$ cat src/rtl/change_dispense_scheduler.sv
// Coin-change payout sequencer: dispenses dimes first, falls back to nickels,
// tracks hopper inventory and jam status, and reports any unpaid remainder.
module change_dispense_scheduler #(
  parameter int AMT_W   = 4,
  parameter int CNT_W   = 8,
  parameter int TIMEOUT = 255
) (
  input  logic             clk,
  input  logic             rst,
  input  logic             req_valid,
  input  logic [AMT_W-1:0] req_amount,
  output logic             req_ready,
  output logic             disp_10c,
  output logic             disp_5c,
  input  logic             hop_ack,
  input  logic             refill_10c,
  input  logic             refill_5c,
  input  logic [CNT_W-1:0] refill_count,
  output logic             done,
  output logic             short,
  output logic [AMT_W-1:0] short_amount,
  output logic [CNT_W-1:0] inv_10c,
  output logic [CNT_W-1:0] inv_5c,
  output logic             jam_10c,
  output logic             jam_5c,
  output logic             busy
);

  localparam int TMR_W = $clog2(TIMEOUT + 1);
  localparam logic [TMR_W-1:0] TMR_LAST = TMR_W'(TIMEOUT - 1);

  typedef enum logic [2:0] {
    S_IDLE   = 3'd0,
    S_SELECT = 3'd1,
    S_DISP10 = 3'd2,
    S_DISP5  = 3'd3,
    S_DONE   = 3'd4
  } state_t;

  state_t           r_state, w_state_nxt;
  logic [AMT_W-1:0] r_remaining, w_remaining_nxt;
  logic [TMR_W-1:0] r_timer, w_timer_nxt;
  logic [CNT_W-1:0] r_inv_10c, r_inv_5c;
  logic             r_jam_10c, r_jam_5c;
  logic             w_dec10, w_dec5, w_jam10_set, w_jam5_set;

  // Refill and coin drop in the same cycle combine; result saturates at all-ones.
  function automatic logic [CNT_W-1:0] inv_update(
    input logic [CNT_W-1:0] inv,
    input logic             add,
    input logic [CNT_W-1:0] cnt,
    input logic             dec
  );
    logic [CNT_W:0] sum;
    sum = {1'b0, inv}
        + (add ? {1'b0, cnt} : {(CNT_W+1){1'b0}})
        - (dec ? {{CNT_W{1'b0}}, 1'b1} : {(CNT_W+1){1'b0}});
    if (sum[CNT_W]) begin
      return {CNT_W{1'b1}};
    end else begin
      return sum[CNT_W-1:0];
    end
  endfunction

  // Next-state, remaining-amount and timer decode.
  always_comb begin
    w_state_nxt     = r_state;
    w_remaining_nxt = r_remaining;
    w_timer_nxt     = {TMR_W{1'b0}};
    w_dec10         = 1'b0;
    w_dec5          = 1'b0;
    w_jam10_set     = 1'b0;
    w_jam5_set      = 1'b0;
    case (r_state)
      S_IDLE: begin
        if (req_valid) begin
          w_remaining_nxt = req_amount;
          w_state_nxt     = S_SELECT;
        end else begin
          w_state_nxt = S_IDLE;
        end
      end
      S_SELECT: begin
        if ((r_remaining >= AMT_W'(2)) && (r_inv_10c != {CNT_W{1'b0}}) && !r_jam_10c) begin
          w_state_nxt = S_DISP10;
        end else if ((r_remaining != {AMT_W{1'b0}}) && (r_inv_5c != {CNT_W{1'b0}}) && !r_jam_5c) begin
          w_state_nxt = S_DISP5;
        end else begin
          w_state_nxt = S_DONE;
        end
      end
      S_DISP10: begin
        if (hop_ack) begin
          w_dec10         = 1'b1;
          w_remaining_nxt = r_remaining - AMT_W'(2);
          w_state_nxt     = S_SELECT;
        end else if (r_timer == TMR_LAST) begin
          w_jam10_set = 1'b1;
          w_state_nxt = S_SELECT;
        end else begin
          w_timer_nxt = r_timer + TMR_W'(1);
        end
      end
      S_DISP5: begin
        if (hop_ack) begin
          w_dec5          = 1'b1;
          w_remaining_nxt = r_remaining - AMT_W'(1);
          w_state_nxt     = S_SELECT;
        end else if (r_timer == TMR_LAST) begin
          w_jam5_set  = 1'b1;
          w_state_nxt = S_SELECT;
        end else begin
          w_timer_nxt = r_timer + TMR_W'(1);
        end
      end
      S_DONE: begin
        w_state_nxt = S_IDLE;
      end
      default: begin
        w_state_nxt = S_IDLE;
      end
    endcase
  end

  // State, counters, inventory and jam flags.
  always_ff @(posedge clk) begin
    if (rst) begin
      r_state     <= S_IDLE;
      r_remaining <= {AMT_W{1'b0}};
      r_timer     <= {TMR_W{1'b0}};
      r_inv_10c   <= {CNT_W{1'b0}};
      r_inv_5c    <= {CNT_W{1'b0}};
      r_jam_10c   <= 1'b0;
      r_jam_5c    <= 1'b0;
    end else begin
      r_state     <= w_state_nxt;
      r_remaining <= w_remaining_nxt;
      r_timer     <= w_timer_nxt;
      r_inv_10c   <= inv_update(r_inv_10c, refill_10c, refill_count, w_dec10);
      r_inv_5c    <= inv_update(r_inv_5c, refill_5c, refill_count, w_dec5);
      // A timeout in the same cycle as a refill still marks the hopper jammed.
      if (w_jam10_set) begin
        r_jam_10c <= 1'b1;
      end else if (refill_10c) begin
        r_jam_10c <= 1'b0;
      end else begin
        r_jam_10c <= r_jam_10c;
      end
      if (w_jam5_set) begin
        r_jam_5c <= 1'b1;
      end else if (refill_5c) begin
        r_jam_5c <= 1'b0;
      end else begin
        r_jam_5c <= r_jam_5c;
      end
    end
  end

  assign req_ready    = (r_state == S_IDLE);
  assign busy         = (r_state != S_IDLE);
  assign disp_10c     = (r_state == S_DISP10);
  assign disp_5c      = (r_state == S_DISP5);
  assign done         = (r_state == S_DONE);
  assign short        = done && (r_remaining != {AMT_W{1'b0}});
  assign short_amount = done ? r_remaining : {AMT_W{1'b0}};
  assign inv_10c      = r_inv_10c;
  assign inv_5c       = r_inv_5c;
  assign jam_10c      = r_jam_10c;
  assign jam_5c       = r_jam_5c;

endmodule

$ cat config.mk
export PLATFORM = sky130hd
export DESIGN_NAME = change_dispense_scheduler
export DESIGN_NICKNAME = d
export VERILOG_FILES = /design/src/rtl/change_dispense_scheduler.sv
export SDC_FILE = /design/constraint.sdc
export NUM_CORES = 1
export LEC_CHECK = 0
export ABC_AREA = 1
export BUFFER_PORTS_ARGS = -buffer_cell sky130_fd_sc_hd__buf_2
export CAP_MARGIN = 5
export CORE_MARGIN = 2
export CORE_UTILIZATION = 50
export CTS_CLUSTER_DIAMETER = 40
export DETAILED_ROUTE_END_ITERATION = 10
export PLACE_DENSITY = 0.86
export REMOVE_ABC_BUFFERS = 1
export SYNTH_ARGS = -nofsm -noshare
export SYNTH_HDL_FRONTEND = slang
export SYNTH_SLANG_ARGS = --single-unit
$ cat constraint.sdc
create_clock -name clk -period 2.3 [get_ports clk]
set_input_delay 0.115 -clock clk [delete_from_list [all_inputs] [get_ports clk]]
set_output_delay 0.115 -clock clk [all_outputs]
set_load 0.02 [all_outputs]
==> flow_metrics.env <==
export IMPL_drv_cap=0
export IMPL_vias_per_cell=4.85
export IMPL_vias=2825
export IMPL_post_drt_wl_per_cell_um=11.6
export IMPL_outcome="complete, no violations"
export IMPL_hp_class="in2reg"
export IMPL_critical_path_required_ns=2.50
export IMPL_nNetsFinal=568
export IMPL_slew_violations=0
export IMPL_nFillCells=456
export IMPL_power_total_uw=5370
export IMPL_worst_slew_pin_slew_ns=0.448
export IMPL_finClkSkew_ns=0.00518
export IMPL_max_slew_margin_pct=69.9
export IMPL_min_period_ns=2.28
export IMPL_clock_sinks=33
export IMPL_insertion_delay_ns=0.30
export IMPL_crit_fanout=8
export IMPL_grt_max_degree=20
export IMPL_pin_count=46
export IMPL_synth_cells=445
export IMPL_avgSynthCellArea_sq_um=6.23
export IMPL_ys_seq_area_share_pct=23.8
export IMPL_cellLeakagePower_uw=0.00195
export IMPL_fp_dieH_um=78.4
export IMPL_grt_total_usage_pct=21.9
export IMPL_synth_xor_area_share_pct=3.48
export IMPL_path_clk_slew_ns=0.07
export IMPL_globalRouteOverflowTotal=0
export IMPL_die_w_um=78.4
export IMPL_yosys_area_share_simple_pct=34.4
export IMPL_dr_pass1_iters=5
export IMPL_cp_start_kind="register"
export IMPL_core_area_sq_um=5440
export IMPL_cts_root_buffer="clkbuf_8"
export IMPL_gp_congestion=0.905
export IMPL_synth_compound_area_share_pct=3.97
export IMPL_synth_top_family_by_area="simple AND/OR/NAND/NOR gates"
export IMPL_cts_buffer_depth=2
export IMPL_grt_pass1_wl_um=10900
export IMPL_ys_warn_count=0
export IMPL_synthAdderAreaFrac_pct=19.1
export IMPL_tritoncts="done"
export IMPL_irDropWorstVdd_mv=0.584
export IMPL_yosysUniqueCellTypes=26
export IMPL_ant_nets=0
export IMPL_placed_cell_area_sq_um=3170
export IMPL_first_global_vias=2641
export IMPL_ys_ff_latch=33
export IMPL_area_growth_pct=21.7
export IMPL_synth_area_sq_um=2770
export IMPL_dpl_hpwl_um=5220
export IMPL_post_route_util_pct=62.0
export IMPL_drcViolationCount=0
export IMPL_fmax_ghz=0.439
export IMPL_period_share_pct=99.0
export IMPL_rsz0062_at_grt="true"
export IMPL_die_area_sq_um=6150
export IMPL_final_hold_viol_count=0
export IMPL_rows=27
export IMPL_diodes=0
export IMPL_io_buffers=45
export IMPL_drive_gt1_share_pct=21.2
export IMPL_antenna_found_initial=0
export IMPL_routed_wl_um=6750
export IMPL_drt_iter0_drc=136
export IMPL_setup_viol=0
export IMPL_fin_area_sq_um=3370
export IMPL_initial_utilization_pct=50.9
export IMPL_htree_num_levels=2
export IMPL_synthMuxAreaShare_pct=0
export IMPL_crit_type="reg2reg"
export IMPL_power_density_nw_per_um2=1590
export IMPL_crit_arrival_ns=2.48
export IMPL_cp_end_kind="register"
export IMPL_cts_made_buffers=5
cell usage in the layout (no fill, tap or decap), types with 3 or more instances in the layout:
master,n
nand2_1,132
inv_1,98
buf_2,45
nor2_1,41
ha_1,37
dfxtp_1,31
nand3_1,20
a21oi_1,16
buf_4,16
xnor2_1,10
inv_2,9
nand2_2,9
nand4_1,5
clkbuf_8,5
nand2_4,3
nor3_1,3
o21ai_0,3
nand3_2,3
clkinvlp_4,3
per-layer routing:
layer	track usage (%)	routed length, um	vias up
met5	0	0	-
met4	7.72	197	0
met3	3.33	244	18
met2	40.9	3440	51
met1	25.2	2870	1293
li1	-	-	1463
critical path: stages, from the launching register on:
cell      delay (ns)
dfxtp_4         0.38
inv_4           0.04
nand2_4         0.07
nor2_4          0.04
inv_2           0.07
nor2_2          0.04
ha_1            0.28
inv_2           0.05
ha_4            0.15
fa_2            0.37
nand3_2         0.09
nand3_2         0.08
nand2_2         0.08
nand3b_1        0.11
nand2_4         0.16
nand2_2         0.07
nand2_2         0.06
inv_2           0.03
final cells by class:
type / instances / area, sq um / area share, %
inverter: 108 / 408 / 12.1
multi-input combinational: 300 / 1770 / 52.5
clock buffer: 5 / 68.8 / 2.04
timing repair buffer: 61 / 345 / 10.2
clock inverter: 3 / 22.5 / 0.668
sequential: 33 / 668 / 19.8
tap: 72 / 90.1 / 2.67
cells by family (layout without fill, tap and decap cells):
logic type                 after synthesis  after routing
buffers and inverters                  112            177
xor gates and xnor gates                11             11
and+or+nand+nor                        227            227
adders and majority gates               41             41
AOI/OAI and AO/OA                       21             21
DFF                                     33             33
state kept, by name (all words and copies together), names as in the netlist:
register     flops
inv_10c          8
inv_5c           8
jam_10c          1
jam_5c           1
r_remaining      4
r_state          3
r_timer          8
cells in the mapped netlist:
library cell,number,share of area (%)
dfxtp_1,33,24
ha_1,39,18
nand3_1,23,4.2
o21ai_0,3,0.54
or2_1,1,0.23
xor2_1,1,0.32
nor3_1,3,0.54
nor3_2,1,0.36
fa_1,2,1.4
buf_2,1,0.18
clkbuf_1,2,0.27
or2_2,2,0.45
nor2_4,1,0.41
buf_1,1,0.14
xnor2_1,10,3.2
nor2_1,43,5.8
nand2_2,2,0.45
nand3_4,1,0.63
nand2_1,142,19
o211ai_1,2,0.54
a21oi_1,16,2.9
nand3b_1,2,0.54
inv_1,102,14
inv_2,6,0.81
nor3b_2,1,0.45
nand4_1,5,1.1
report_power, final:
group / total, uW / internal, uW / switching [uW]
combinational: 3970 / 1520 / 2450
sequential: 948 / 787 / 162
clock: 454 / 212 / 242
total: 5370 / 2520 / 2850
path summary, 6_finish.rpt:
check / slack [ns] / end / startpoint / depth (start not counted)
max reg2reg: 0.02 / inv_5c[1] / r_state[2] / 17
min: 0.12 / inv_5c[6] / rst / 2
max: 0.02 / inv_5c[1] / r_state[2] / 17
min reg2reg: 0.48 / r_timer[0] / r_timer[0] / 1
through the flow:
step / TNS, ns / hold WS [ns] / cells / setup slack [ns]
floorplan: -0.627 / 0.184 / 441 / -0.0958
global placement: -0.623 / 0.417 / 572 / -0.102
detailed placement: -1.10 / 0.423 / 572 / -0.153
CTS: 0 / 0.120 / 580 / 0.000153
global route: -0.907 / 0.140 / 582 / -0.136
finish: 0 / 0.122 / 582 / 0.0241
timing repair:
item,4_1_cts,5_1_grt
endpoints found under the setup margin,16,16
setup buffers,0,2
hold buffers,0,0
pin swaps,1,10
resized for setup,6,26
No activity file was read; power rests on OpenSTA's default activity.
